==> src/rtl/chronos.sv <==
// Shared task/slot/timestamp types for the dequeue side of the task queue.
package chronos;

  localparam int N_TYPES_DEFAULT = 4;
  localparam int TS_W            = 32;

  typedef logic [TS_W-1:0] ts_t;
  typedef logic [7:0]      cq_slice_slot_t;

  typedef struct packed {
    ts_t         ts;
    logic [31:0] hint;
    logic [31:0] arg;
  } task_t;

endpackage

==> src/rtl/ts_min_select.sv <==
// Picks the valid candidate with the smallest timestamp; ties go to the first
// candidate at or after rr_ptr (TIE_RR=1) or to the lowest index (TIE_RR=0).
module ts_min_select
  import chronos::*;
#(
  parameter int N      = N_TYPES_DEFAULT,
  parameter bit TIE_RR = 1'b1,
  localparam int IW    = (N > 1) ? $clog2(N) : 1
) (
  input  logic [N-1:0]  valid,
  input  ts_t           ts [N],
  input  logic [IW-1:0] rr_ptr,
  output logic          found,
  output logic [IW-1:0] idx,
  output ts_t           min_ts
);

  // NOTE: every output gets a default before the loop so no latch is inferred.
  always_comb begin
    found  = 1'b0;
    idx    = '0;
    min_ts = '1;
    for (int k = 0; k < N; k++) begin
      int            j;
      logic [IW-1:0] jw;
      j = (TIE_RR ? int'(rr_ptr) : 0) + k;
      if (j >= N) j = j - N;
      jw = IW'(j);
      // Strict less-than keeps the earliest candidate in scan order on ties.
      if (valid[jw] && (!found || ts[jw] < min_ts)) begin
        found  = 1'b1;
        idx    = jw;
        min_ts = ts[jw];
      end
    end
  end

endmodule

==> src/rtl/deq_type_arbiter.sv <==
// Arbitrates per-type dequeue FIFO heads by minimum timestamp, issues one task
// at a time to the conflict checker and routes its verdict back to the owner.
module deq_type_arbiter
  import chronos::*;
#(
  parameter int N_TYPES = N_TYPES_DEFAULT,
  parameter bit TIE_RR  = 1'b1
) (
  input  logic                 clk,
  input  logic                 rstn,
  input  logic [N_TYPES-1:0]   s_rvalid,
  input  task_t                s_rdata [N_TYPES],
  input  cq_slice_slot_t       s_rslot [N_TYPES],
  output logic                 s_rresp,
  output logic [N_TYPES-1:0]   s_rresp_valid,
  input  logic [N_TYPES-1:0]   type_enable,
  output logic                 m_valid,
  input  logic                 m_ready,
  output task_t                m_task,
  output cq_slice_slot_t       m_slot,
  input  logic                 m_resp_valid,
  input  logic                 m_resp,
  output ts_t                  lvt,
  output logic                 idle
);

  localparam int IW  = (N_TYPES > 1) ? $clog2(N_TYPES) : 1;
  localparam int LIW = $clog2(N_TYPES + 1);

  typedef enum logic [1:0] {IDLE, ISSUE, WAIT_RESP} state_t;

  state_t           state;
  logic [IW-1:0]    grant;
  logic [IW-1:0]    rr_ptr;
  task_t            task_q;
  cq_slice_slot_t   slot_q;

  logic [N_TYPES-1:0] cand;
  logic               busy;
  logic               resp_fire;
  ts_t                head_ts [N_TYPES];
  ts_t                lvt_ts  [N_TYPES+1];

  logic               sel_found;
  logic [IW-1:0]      sel_idx;
  ts_t                unused_sel_ts;
  logic               lvt_found;
  logic [LIW-1:0]     unused_lvt_idx;
  ts_t                lvt_min;

  assign cand      = s_rvalid & type_enable;
  assign busy      = (state != IDLE);
  assign resp_fire = (state == WAIT_RESP) && m_resp_valid;

  always_comb begin
    for (int i = 0; i < N_TYPES; i++) begin
      head_ts[i] = s_rdata[i].ts;
      lvt_ts[i]  = s_rdata[i].ts;
    end
    lvt_ts[N_TYPES] = task_q.ts;
  end

  ts_min_select #(.N(N_TYPES), .TIE_RR(TIE_RR)) u_grant_sel (
    .valid  (cand),
    .ts     (head_ts),
    .rr_ptr (rr_ptr),
    .found  (sel_found),
    .idx    (sel_idx),
    .min_ts (unused_sel_ts)
  );

  // The outstanding task holds back lvt until its verdict returns.
  ts_min_select #(.N(N_TYPES + 1), .TIE_RR(1'b0)) u_lvt_sel (
    .valid  ({busy, cand}),
    .ts     (lvt_ts),
    .rr_ptr ('0),
    .found  (lvt_found),
    .idx    (unused_lvt_idx),
    .min_ts (lvt_min)
  );

  // NOTE: sequential state uses non-blocking assignments so every register
  // samples pre-edge values regardless of statement order.
  always_ff @(posedge clk or negedge rstn) begin
    if (!rstn) begin
      state   <= IDLE;
      grant   <= '0;
      rr_ptr  <= '0;
      task_q  <= '0;
      slot_q  <= '0;
      m_valid <= 1'b0;
      lvt     <= '1;
    end else begin
      lvt <= lvt_found ? lvt_min : '1;
      case (state)
        IDLE: if (sel_found) begin
          grant   <= sel_idx;
          task_q  <= s_rdata[sel_idx];
          slot_q  <= s_rslot[sel_idx];
          m_valid <= 1'b1;
          state   <= ISSUE;
        end
        ISSUE: if (m_ready) begin
          m_valid <= 1'b0;
          state   <= WAIT_RESP;
        end
        WAIT_RESP: if (m_resp_valid) begin
          rr_ptr <= (grant == IW'(N_TYPES - 1)) ? '0 : grant + IW'(1);
          state  <= IDLE;
        end
        default: state <= IDLE;
      endcase
    end
  end

  always_comb begin
    s_rresp_valid = '0;
    if (resp_fire) s_rresp_valid[grant] = 1'b1;
  end

  assign s_rresp = resp_fire & m_resp;
  assign m_task  = task_q;
  assign m_slot  = slot_q;
  assign idle    = (state == IDLE) && !(|cand);

endmodule

==> config.mk <==
export PLATFORM = sky130hd
export DESIGN_NAME = deq_type_arbiter
export DESIGN_NICKNAME = d
export VERILOG_FILES = /design/src/rtl/chronos.sv /design/src/rtl/ts_min_select.sv /design/src/rtl/deq_type_arbiter.sv
export SDC_FILE = /design/constraint.sdc
export NUM_CORES = 1
export LEC_CHECK = 0
export ABC_AREA = 0
export CORE_AREA = 4 4 220 222
export DETAILED_ROUTE_END_ITERATION = 6
export DIE_AREA = 0 0 224 226
export GPL_ROUTABILITY_DRIVEN = 1
export GPL_TIMING_DRIVEN = 0
export PLACE_DENSITY = 0.71
export RECOVER_POWER = 50
export SYNTH_ARGS = -nofsm -noshare
export SYNTH_HDL_FRONTEND = slang
export SYNTH_SLANG_ARGS = --single-unit
==> constraint.sdc <==
create_clock -name clk -period 11.2 [get_ports clk]
set_input_delay 2.24 -clock clk [delete_from_list [all_inputs] [get_ports clk]]
set_output_delay 2.24 -clock clk [all_outputs]
set_load 0.05 [all_outputs]
=== After elaboration in Yosys (flattened, before gate mapping) ===
Cells that the tools add are included.

* Bits in registers: 143
* Bits of input ports: 429

* $add $sub $neg: 8
* $lt $le $gt $ge: 22
* Equality and inequality tests: 6
* Multiplexer cells: 63
* Bitwise gates (word level): 7
* Reduce and logical (&&, ||, !) cells: 33

{| class="wikitable"
|+ Operator list
! operator !! count
|-
| 2-to-1 mux 32 bit || 17
|-
| binary-select mux 32 bit (select 2 bit) || 4
|-
| < comparator 32 bit || 7
|-
| binary-select mux 96 bit (select 2 bit) || 1
|-
| 2-to-1 mux 96 bit || 2
|-
| greater-or-equal comparator 3 bit, second input constant || 8
|-
| 2-to-1 mux 2 bit || 12
|-
| binary-select mux 8 bit (select 2 bit) || 1
|-
| 2-to-1 mux 1 bit || 16
|-
| 2-to-1 mux 8 bit || 2
|-
| < comparator 2 x 3 -> 1 bit, second input constant || 5
|-
| inverter 2 -> 3 bit || 5
|-
| logical AND 1 bit || 10
|-
| binary-select mux 1 bit (select 2 bit) || 4
|-
| logical NOT 1 bit || 8
|-
| subtractor 2 x 1 -> 2 bit, second input constant || 4
|-
| logical OR 1 bit || 7
|-
| adder 2 x 2 -> 3 bit, second input constant || 2
|-
| != test 2 bit, second input constant || 3
|-
| one-hot mux 2 bit (3 select lines) || 1
|-
| AND reduction 3 bit || 2
|-
| AND 4 bit || 1
|-
| == test 2 bit, second input constant || 2
|-
| 2-to-1 mux 4 bit || 1
|-
| 12 further kinds || 14
|}

=== Depth between registers and ports, before layout ===
Gate-level depths: netlist of run 1.

* Word-level depth: 23
* Depth in mapped cells: 58
* Depth with buffers taken out: 48

=== Hierarchy ===
A second synthesis of run 1 with hierarchy kept.

* Cell total of the unflattened synthesis: 2305
* Area, all modules: 20229.4 sq um

{| class="wikitable"
|+ By module, submodules not included
! module !! instances !! cells each !! area an instance (sq um) !! seq. area each (sq um)
|-
| deq_type_arbiter || 1 || 693 || 8221.6 || 3618.5
|-
| ts_min_select (u_grant_sel) || 1 || 886 || 6867.8 || 0.0
|-
| ts_min_select (u_lvt_sel) || 1 || 726 || 5139.9 || 0.0
|}

=== Worst setup path before layout of run 1 ===
OpenSTA, ideal clock, no wires.

* Kind: in2reg
* From: input s_rvalid[0]
* To: register lvt[10]
* Setup time: 0.082 ns
* Data arrival time: 12.901 ns
* Data required time: 11.118 ns
* Slack: -1.784 ns
* Stages: 56
* Buffers on the path: 10
* Path through: nand2_1 > clkbuf_1 > clkbuf_1 > clkbuf_1 > clkbuf_1 > nor2_1 > ha_1 > nand4_1 > nor2_1 > a2111oi_0 > a2111oi_0 > a2111oi_2 > nand2_1 > a31oi_1 > clkbuf_1 > nor3_1 > or2_2 > ha_1 > [... 20 more ...] > o31a_1 > buf_2 > buf_2 > mux2i_1 > inv_1 > ha_1 > a21o_1 > a21oi_1 > nor2b_1 > o21ai_0 > nand2b_1 > a21oi_1 > nor2_1 > a2111oi_0 > nand3_1 > o31a_2 > buf_6 > mux2_4

* Cells in the longest elaborated chain, start to end: 19
* Elaborated cells between the ends (all ways): 28

{| class="wikitable"
|+ Ends and longest elaborated chain
! element !! RTL line !! source
|-
| from (decl) || deq_type_arbiter.sv:11 || <nowiki>input logic [N_TYPES-1:0] s_rvalid,</nowiki>
|-
| AND 4 bit * || deq_type_arbiter.sv:51 || <nowiki>assign cand = s_rvalid & type_enable;</nowiki>
|-
| 2-to-1 mux 32 bit / 2-to-1 mux 1 bit (equally long branches) || ts_min_select.sv:30 || <nowiki>if (valid[jw] && (!found || ts[jw] < min_ts)) begin</nowiki>
|-
| < comparator 32 bit / logical NOT 1 bit (equally long branches) || ts_min_select.sv:30 ||
|-
| logical OR 1 bit || ts_min_select.sv:30 ||
|-
| logical AND 1 bit || ts_min_select.sv:30 ||
|-
| 2-to-1 mux 32 bit / 2-to-1 mux 1 bit (equally long branches) || ts_min_select.sv:30 ||
|-
| < comparator 32 bit / logical NOT 1 bit (equally long branches) || ts_min_select.sv:30 ||
|-
| logical OR 1 bit || ts_min_select.sv:30 ||
|-
| [... 3 more ...] || n/a ||
|-
| logical OR 1 bit || ts_min_select.sv:30 ||
|-
| logical AND 1 bit || ts_min_select.sv:30 ||
|-
| 2-to-1 mux 32 bit / 2-to-1 mux 1 bit (equally long branches) || ts_min_select.sv:30 ||
|-
| < comparator 32 bit / logical NOT 1 bit (equally long branches) || ts_min_select.sv:30 ||
|-
| logical OR 1 bit || ts_min_select.sv:30 ||
|-
| logical AND 1 bit || ts_min_select.sv:30 ||
|-
| 2-to-1 mux 32 bit / 2-to-1 mux 1 bit (equally long branches) || ts_min_select.sv:30 ||
|-
| 2-to-1 mux 32 bit * || deq_type_arbiter.sv:94 || <nowiki>lvt <= lvt_found ? lvt_min : '1;</nowiki>
|-
| to (signal assigned) || deq_type_arbiter.sv:94 ||
|-
| to (decl) || deq_type_arbiter.sv:23 || <nowiki>output ts_t lvt,</nowiki>
|}

Every way passes the cells marked *; elsewhere a longest branch is shown, timed or not.
A chain may end at the register's enable or synchronous reset.

=== Worst setup path in the final report of run 1 ===
* From: input s_rdata[280] (netlist bit)
* To: register lvt[21]

* Cells in the longest elaborated chain, start to end: 17
* Elaborated cells between the ends (all ways): 24

{| class="wikitable"
|+ Ends and longest elaborated chain
! element !! RTL line !! source
|-
| from (decl) || deq_type_arbiter.sv:12 || <nowiki>input task_t s_rdata [N_TYPES],</nowiki>
|-
| < comparator 32 bit || ts_min_select.sv:30 ||
|-
| logical OR 1 bit || ts_min_select.sv:30 ||
|-
| logical AND 1 bit || ts_min_select.sv:30 ||
|-
| 2-to-1 mux 32 bit / 2-to-1 mux 1 bit (equally long branches) || ts_min_select.sv:30 ||
|-
| < comparator 32 bit / logical NOT 1 bit (equally long branches) || ts_min_select.sv:30 ||
|-
| logical OR 1 bit || ts_min_select.sv:30 ||
|-
| logical AND 1 bit || ts_min_select.sv:30 ||
|-
| 2-to-1 mux 32 bit / 2-to-1 mux 1 bit (equally long branches) || ts_min_select.sv:30 ||
|-
| < comparator 32 bit / logical NOT 1 bit (equally long branches) || ts_min_select.sv:30 ||
|-
| logical OR 1 bit || ts_min_select.sv:30 ||
|-
| logical AND 1 bit || ts_min_select.sv:30 ||
|-
| 2-to-1 mux 32 bit / 2-to-1 mux 1 bit (equally long branches) || ts_min_select.sv:30 ||
|-
| < comparator 32 bit / logical NOT 1 bit (equally long branches) || ts_min_select.sv:30 ||
|-
| logical OR 1 bit || ts_min_select.sv:30 ||
|-
| logical AND 1 bit || ts_min_select.sv:30 ||
|-
| 2-to-1 mux 32 bit / 2-to-1 mux 1 bit (equally long branches) || ts_min_select.sv:30 ||
|-
| 2-to-1 mux 32 bit * || deq_type_arbiter.sv:94 ||
|}

Marks and branches as above.

==> impl_metrics.xml, run 1 <==
<?xml version="1.0" encoding="UTF-8"?>
<metrics>
  <group name="floorplan">
    <metric name="ioPinCount" unit="">572</metric>
    <metric name="die_w" unit="µm">224</metric>
    <metric name="design.die.area" unit="µm²">50600</metric>
    <metric name="start_util" unit="">0.448</metric>
    <metric name="die_y" unit="µm">226</metric>
    <metric name="fp-row-count" unit="">79</metric>
    <metric name="core_area" unit="µm²">46400</metric>
  </group>
  <group name="timing">
    <metric name="finalClockSkew" unit="ns">0.0103</metric>
    <metric name="timing_hold_violations_final" unit="">0</metric>
    <metric name="final.hold.worst_slack" unit="ns">0.539</metric>
    <metric name="setup_repair_after_global_routing_missed_its_margin" unit="">yes</metric>
    <metric name="report.final.setup_viol" unit="">34</metric>
    <metric name="final.setup.tns" unit="ns">-32.52</metric>
    <metric name="worst-slew-pin-transition" unit="ns">5.25</metric>
    <metric name="fin_crit_sh" unit="">1.10</metric>
    <metric name="clock.fmax" unit="GHz">0.0811</metric>
    <metric name="timing.max_slew.rel_slack" unit="">-2.50</metric>
    <metric name="finalMaxSlewViolations" unit="">146</metric>
    <metric name="post-route-worst-setup-slack" unit="ns">-1.14</metric>
    <metric name="timing.final.crit_period" unit="ns">12.34</metric>
  </group>
  <group name="synthesis">
    <metric name="synthDominantCellAreaShare" unit="">0.139</metric>
    <metric name="synth.cell_area" unit="µm²">20800</metric>
    <metric name="ys_top_cells_by_area" unit="">mux4_2 14%, dfrtp_1 13%, ha_1 13%, mux2i_1 8.2%, a211oi_1 4.9%</metric>
    <metric name="synth_top_cell_by_area" unit="">mux4_2</metric>
    <metric name="asyncSetResetFlopFracSynth" unit="">1.00</metric>
    <metric name="synth-seq-area-share" unit="">0.174</metric>
    <metric name="ys.warnings.count" unit="">0</metric>
    <metric name="synth_fp_nets" unit="">2922</metric>
    <metric name="yosys.cell_types.count" unit="">81</metric>
    <metric name="syn_area_per_cell" unit="µm²">9.14</metric>
    <metric name="post_synth_inst_count" unit="">2274</metric>
    <metric name="synth_enable_flop_cells" unit="">0</metric>
    <metric name="postSynthRegisterBits" unit="">143</metric>
    <metric name="yosys_most_used_dff" unit="">dfrtp_1</metric>
  </group>
  <group name="critical_path">
    <metric name="r2r_start" unit="">rr_ptr[1]</metric>
    <metric name="worstSetupStartpoint" unit="">s_rdata[280]</metric>
    <metric name="crit_type" unit="">in -&gt; reg</metric>
    <metric name="cpPeakStageDelay" unit="ns">0.65</metric>
    <metric name="critical_path_arrival" unit="ns">12.72</metric>
    <metric name="critical-path-top-cell-by-count" unit="">a21o_1</metric>
    <metric name="critPathSlowestCell" unit="">clkdlybuf4s50_1</metric>
    <metric name="end_kind" unit="">flip-flop</metric>
    <metric name="start_kind" unit="">input pin</metric>
    <metric name="worstPathMaxFanout" unit="">10</metric>
    <metric name="worst-endpoint-required" unit="ns">11.59</metric>
  </group>
  <group name="pwr">
    <metric name="power_after_layout" unit="mW">9.45</metric>
    <metric name="p_leak" unit="nW">13.1</metric>
    <metric name="cellPowerDensity" unit="nW/µm²">304</metric>
    <metric name="maximum_vdd_drop" unit="mV">0.304</metric>
  </group>
  <group name="place">
    <metric name="port-buffer-count" unit="">569</metric>
    <metric name="pre_cts_slack" unit="ns">-3.76</metric>
    <metric name="gp_congestion" unit="">1.04</metric>
    <metric name="hpwlAfterDp" unit="µm">93100</metric>
    <metric name="numPlacedInstances" unit="">3451</metric>
    <metric name="instance_area_at_placement" unit="µm²">27700</metric>
  </group>
  <group name="global_route">
    <metric name="antenna_found_initial" unit="">21</metric>
    <metric name="grt_pass1_vias" unit="">24700</metric>
    <metric name="grt_use_total" unit="">0.441</metric>
    <metric name="maximum_number_of_pins_on_one_net_before_global_route_repair" unit="">93</metric>
    <metric name="grt_remaining_overflow" unit="">0</metric>
    <metric name="global_route_wire_length_before_repair" unit="µm">166000</metric>
  </group>
  <group name="layout">
    <metric name="final.fill_count" unit="">3645</metric>
    <metric name="final_cell_count_no_fill" unit="">3579</metric>
    <metric name="commonest_non_fill_non_tap_cell_in_the_layout" unit="">clkdlybuf4s50_1</metric>
    <metric name="final_util" unit="">0.671</metric>
    <metric name="syn2layout_area_growth" unit="%">49.7</metric>
    <metric name="finish.net_count" unit="">3593</metric>
    <metric name="layout_cell_share_with_drive_strength_beyond_1" unit="">0.240</metric>
    <metric name="final_cell_area" unit="µm²">31100</metric>
    <metric name="layout_common_cells" unit="">474 x clkdlybuf4s50_1, 193 x ha_1, 140 x mux2i_1, 129 x o21ai_0, 128 x mux4_2</metric>
  </group>
  <group name="routing">
    <metric name="drt-wirelength-per-cell" unit="µm">32.9</metric>
    <metric name="drt_first_pass_iters" unit="">7</metric>
    <metric name="drc" unit="">6</metric>
    <metric name="drt_wl_total" unit="µm">118000</metric>
    <metric name="vias_per_cell" unit="">6.86</metric>
    <metric name="detail_route.iter0.violations" unit="">2895</metric>
    <metric name="routed-via-count" unit="">24600</metric>
    <metric name="drt.antenna.violating_nets" unit="">0</metric>
  </group>
  <group name="clocking">
    <metric name="tritoncts" unit="">built</metric>
    <metric name="latest_clock_arrival_within_the_worst_skew_pair" unit="ns">0.47</metric>
    <metric name="cts-htree-levels" unit="">4</metric>
    <metric name="cts_max_path_buffers" unit="">2</metric>
    <metric name="cts-hold-fix-buffers" unit="">0</metric>
    <metric name="number_of_cts_inserted_buffers" unit="">17</metric>
    <metric name="clock_sinks" unit="">143</metric>
    <metric name="clockRootBuffer" unit="">clkbuf_16</metric>
    <metric name="clk_transition_reported_paths" unit="ns">0.06</metric>
  </group>
  <group name="worst_hold_path">
    <metric name="timing.hold.worst.class" unit="">reg -&gt; reg</metric>
    <metric name="hp-start" unit="">state[1]</metric>
  </group>
  <group name="outcome">
    <metric name="violations" unit="">design-rule violations, max-capacitance violations, max-slew violations, negative setup slack</metric>
    <metric name="status" unit="">finished with violations</metric>
  </group>
  <group name="flow_run">
    <metric name="max_capacitance_violation_count" unit="">2</metric>
  </group>
</metrics>
area by class of cell:
type                            instances  area (µm²)  area share
Timing Repair Buffer                  662        6690       0.215
Multi-Input combinational cell       1835       17500       0.564
Clock inverter                         15         199     0.00639
Sequential cell                       143        3620       0.116
Clock buffer                           17         425      0.0137
Antenna cell                           14        35.0     0.00113
Tap cell                              607         759      0.0244
Buffer                                181        1460      0.0470
Inverter                              105         394      0.0127
registers in the layout, indices dropped and copies added (netlist names):
signal   flops
grant        2
lvt         32
m_slot       8
m_task      96
m_valid      1
rr_ptr       2
state        2
kinds of logic after synthesis:
family                     count (synthesis)  share of synthesized area
AOI/OAI and AO/OA                        690                      0.229
and+or+nand+nor                          593                      0.150
DFF                                      143                      0.174
muxes                                    333                      0.245
buffers and inverters                    296                     0.0703
adders and majority gates                219                      0.132
synthesized netlist by cell type, types with 7 or more instances:
master	instances
nand2_1	69
a31oi_1	7
ha_1	219
dfrtp_1	111
clkbuf_1	118
nor3_1	102
or2_2	31
and2_1	13
a21o_1	55
nand3_1	82
buf_1	24
dfstp_2	32
o21a_1	41
o21ai_0	142
nand4_1	39
o31ai_1	33
o22ai_1	107
buf_12	10
a2111oi_0	36
inv_1	104
nor2b_1	113
mux4_2	128
nor2_1	95
o21ai_1	10
nand2b_1	10
a21oi_1	59
buf_2	15
buf_6	15
a211oi_1	135
mux2_4	30
mux2i_1	170
nor4_1	8
a211oi_2	13
critical path, delay by kind of cell:
family	cells	cell delay, ns
adders and majority gates	4	1.05
and+or+nand+nor	15	1.53
muxes	2	0.51
buffers and inverters	15	2.65
AOI/OAI and AO/OA	23	4.68
per-layer routing:
| metal | GRT usage | vias up | wire length [µm] |
|---|---|---|---|
| li1 | - | 10200 | - |
| met1 | 0.532 | 11900 | 41200 |
| met2 | 0.714 | 1906 | 53900 |
| met3 | 0.151 | 489 | 15500 |
| met4 | 0.204 | 18 | 6960 |
| met5 | 0 | - | 118 |
power by group:
| part | leakage, nW | switching [mW] | internal (mW) | total (mW) |
|---|---|---|---|---|
| clock | 0.309 | 0.275 | 0.358 | 0.634 |
| combinational | 11.1 | 4.55 | 3.19 | 7.74 |
| sequential | 1.64 | 0.223 | 0.855 | 1.08 |
repair_timing:
action / in CTS / in global routing
pin swaps: 46 / 90
gates resized for setup: 261 / 262
setup buffers: 61 / 25
cloned: 6 / 2
endpoints found under the setup margin: 138 / 138
path summary, 6_finish.rpt:
| kind | depth (start not counted) | slack, ns | endpoint |
|---|---|---|---|
| max | 59 | -1.14 | lvt[21] |
| min in group asynchronous | 1 | 2.74 | m_task[68] |
| max in group asynchronous | 2 | 2.25 | rr_ptr[0] |
| min reg2reg | 1 | 0.54 | state[0] |
| max reg2reg | 44 | 0.13 | m_task[85] |
| min | 1 | 0.54 | state[0] |
Power figures use the tool's default switching activity.
==> run 2, diff against run 1 <==
CTS_CLUSTER_SIZE = 20   (was unset)
MAX_ROUTING_LAYER = met4   (was unset)
==> impl_metrics.xml, run 2 (synthesized netlist as in run 1, its figures left out) <==
<?xml version="1.0" encoding="UTF-8"?>
<metrics>
  <group name="outcome">
    <metric name="status" unit="">finished with violations</metric>
    <metric name="violations" unit="">max-capacitance violations, max-slew violations, negative setup slack</metric>
  </group>
  <group name="layout">
    <metric name="layout_common_cells" unit="">496 x clkdlybuf4s50_1, 196 x ha_1, 136 x mux2i_1, 133 x o21ai_0, 128 x mux4_2</metric>
    <metric name="commonest_non_fill_non_tap_cell_in_the_layout" unit="">clkdlybuf4s50_1</metric>
    <metric name="finish.net_count" unit="">3613</metric>
    <metric name="final_cell_area" unit="µm²">31000</metric>
    <metric name="largest_register_ff_count" unit="">96</metric>
    <metric name="final_util" unit="">0.668</metric>
    <metric name="layout_cell_share_with_drive_strength_beyond_1" unit="">0.238</metric>
    <metric name="final.fill_count" unit="">3678</metric>
    <metric name="final_cell_count_no_fill" unit="">3617</metric>
    <metric name="syn2layout_area_growth" unit="%">49.0</metric>
  </group>
  <group name="critical_path">
    <metric name="start_kind" unit="">input pin</metric>
    <metric name="crit_type" unit="">in -&gt; reg</metric>
    <metric name="end_kind" unit="">flip-flop</metric>
    <metric name="worst-endpoint-required" unit="ns">11.58</metric>
    <metric name="critical_path_arrival" unit="ns">12.97</metric>
    <metric name="critPathSlowestCell" unit="">clkdlybuf4s50_1</metric>
    <metric name="worstPathMaxFanout" unit="">10</metric>
    <metric name="critical-path-top-cell-by-count" unit="">buf_12</metric>
    <metric name="cpPeakStageDelay" unit="ns">0.75</metric>
  </group>
  <group name="clocking">
    <metric name="number_of_cts_inserted_buffers" unit="">17</metric>
    <metric name="clk_transition_reported_paths" unit="ns">0.06</metric>
    <metric name="latest_clock_arrival_within_the_worst_skew_pair" unit="ns">0.46</metric>
    <metric name="clockRootBuffer" unit="">clkbuf_16</metric>
    <metric name="cts-hold-fix-buffers" unit="">0</metric>
    <metric name="cts_max_path_buffers" unit="">2</metric>
    <metric name="clock_sinks" unit="">143</metric>
    <metric name="cts-htree-levels" unit="">4</metric>
    <metric name="tritoncts" unit="">built</metric>
  </group>
  <group name="worst_hold_path">
    <metric name="timing.hold.worst.class" unit="">reg -&gt; reg</metric>
  </group>
  <group name="floorplan">
    <metric name="fp-row-count" unit="">79</metric>
    <metric name="die_y" unit="µm">226</metric>
    <metric name="design.die.area" unit="µm²">50600</metric>
    <metric name="core_area" unit="µm²">46400</metric>
    <metric name="die_w" unit="µm">224</metric>
    <metric name="start_util" unit="">0.448</metric>
    <metric name="ioPinCount" unit="">572</metric>
  </group>
  <group name="timing">
    <metric name="finalMaxSlewViolations" unit="">146</metric>
    <metric name="finalClockSkew" unit="ns">0.0146</metric>
    <metric name="fin_crit_sh" unit="">1.12</metric>
    <metric name="report.final.setup_viol" unit="">35</metric>
    <metric name="final.hold.worst_slack" unit="ns">0.529</metric>
    <metric name="post-route-worst-setup-slack" unit="ns">-1.40</metric>
    <metric name="worst-slew-pin-transition" unit="ns">4.90</metric>
    <metric name="setup_repair_after_global_routing_missed_its_margin" unit="">yes</metric>
    <metric name="timing.final.crit_period" unit="ns">12.60</metric>
    <metric name="timing.max_slew.rel_slack" unit="">-2.27</metric>
    <metric name="timing_hold_violations_final" unit="">0</metric>
    <metric name="clock.fmax" unit="GHz">0.0794</metric>
  </group>
  <group name="routing">
    <metric name="vias_per_cell" unit="">6.88</metric>
    <metric name="drt_wl_total" unit="µm">119000</metric>
    <metric name="drt-wirelength-per-cell" unit="µm">32.8</metric>
    <metric name="drt_first_pass_iters" unit="">6</metric>
    <metric name="drc" unit="">0</metric>
    <metric name="drt.antenna.violating_nets" unit="">0</metric>
    <metric name="detail_route.iter0.violations" unit="">3172</metric>
    <metric name="routed-via-count" unit="">24900</metric>
  </group>
  <group name="global_route">
    <metric name="grt_remaining_overflow" unit="">0</metric>
    <metric name="global_route_wire_length_before_repair" unit="µm">165000</metric>
    <metric name="maximum_number_of_pins_on_one_net_before_global_route_repair" unit="">86</metric>
    <metric name="grt_pass1_vias" unit="">24400</metric>
    <metric name="grt_use_total" unit="">0.452</metric>
    <metric name="antenna_found_initial" unit="">27</metric>
  </group>
  <group name="place">
    <metric name="port-buffer-count" unit="">569</metric>
    <metric name="gp_congestion" unit="">1.08</metric>
    <metric name="instance_area_at_placement" unit="µm²">27700</metric>
    <metric name="pre_cts_slack" unit="ns">-4.42</metric>
    <metric name="numPlacedInstances" unit="">3451</metric>
    <metric name="hpwlAfterDp" unit="µm">94100</metric>
  </group>
  <group name="pwr">
    <metric name="cellPowerDensity" unit="nW/µm²">309</metric>
    <metric name="maximum_vdd_drop" unit="mV">0.305</metric>
    <metric name="p_leak" unit="nW">13.0</metric>
  </group>
  <group name="flow_run">
    <metric name="max_capacitance_violation_count" unit="">2</metric>
  </group>
</metrics>
-- run 2: changes by cell type in the layout (fill, tap and decap cells not counted), moves of 5 or more --
cell	previous run	this run
dlygate4sd2_1	9	1
diode_2	14	32
dlymetal6s2s_1	26	14
nor3_1	50	56
a211oi_1	118	123
nor3_4	19	13
buf_4	74	103
clkbuf_8	11	5
clkdlybuf4s50_1	474	496
a2111oi_0	12	18
a2111oi_4	13	3
a2111oi_1	3	9
-- run 2: cell type report --
type	count	area, µm²	share of cell area
Tap cell	607	759	0.0245
Clock buffer	19	453	0.0146
Multi-Input combinational cell	1835	17200	0.557
Sequential cell	143	3620	0.117
Inverter	105	394	0.0127
Antenna cell	32	80.1	0.00259
Clock inverter	13	186	0.00602
Buffer	182	1430	0.0462
Timing Repair Buffer	681	6800	0.220
-- run 2: power by group --
part / leakage, nW / internal [mW] / switching (mW) / total, mW
combinational: 11.1 / 3.25 / 4.58 / 7.84
clock: 0.302 / 0.385 / 0.262 / 0.647
sequential: 1.64 / 0.855 / 0.233 / 1.09
-- run 2: worst max-delay path, delay by kind of cell --
family | cells | cell delay (ns)
AND/OR/NAND/NOR | 19 | 2.92
AO/OA/AOI/OAI | 18 | 3.55
buffers and inverters | 13 | 2.67
multiplexers | 2 | 0.56
adder cells (fa/ha/maj) | 4 | 0.96
-- run 2: timing repair --
item | CTS | global route
cloned | 3 | 5
setup buffers | 36 | 68
endpoints found under the setup margin | 138 | 138
pin swaps | 27 | 77
resized for setup | 149 | 290
-- run 2: path summary, 6_finish.rpt --
check / slack (ns) / end / startpoint / depth (start not counted)
setup / recovery: -1.40 / lvt[22] / s_rdata[368] / 56
min in group asynchronous: 2.91 / m_task[70] / rstn / 1
max in group asynchronous: 2.31 / grant[1] / rstn / 2
hold / removal: 0.53 / state[0] / state[1] / 1
hold reg to reg: 0.53 / state[0] / state[1] / 1
setup reg to reg: 0.16 / m_task[85] / rr_ptr[1] / 42
-- run 2: layer usage --
| metal | share of wire | vias up | track usage |
|---|---|---|---|
| li1 | - | 10300 | - |
| met1 | 0.35 | 12000 | 0.537 |
| met2 | 0.45 | 2034 | 0.692 |
| met3 | 0.13 | 504 | 0.142 |
| met4 | 0.064 | 0 | 0.236 |
| met5 | 0 | - | - |
-- run 2: stage by stage --
step	total power, mW	TNS, ns
6_report	9.57	-42.80
5_1_grt	9.96	-51.03
4_1_cts	9.03	-130.04
3_5_place_dp	8.09	-506.53
3_3_place_gp	8.01	-517.04
2_1_floorplan	5.88	-6.08
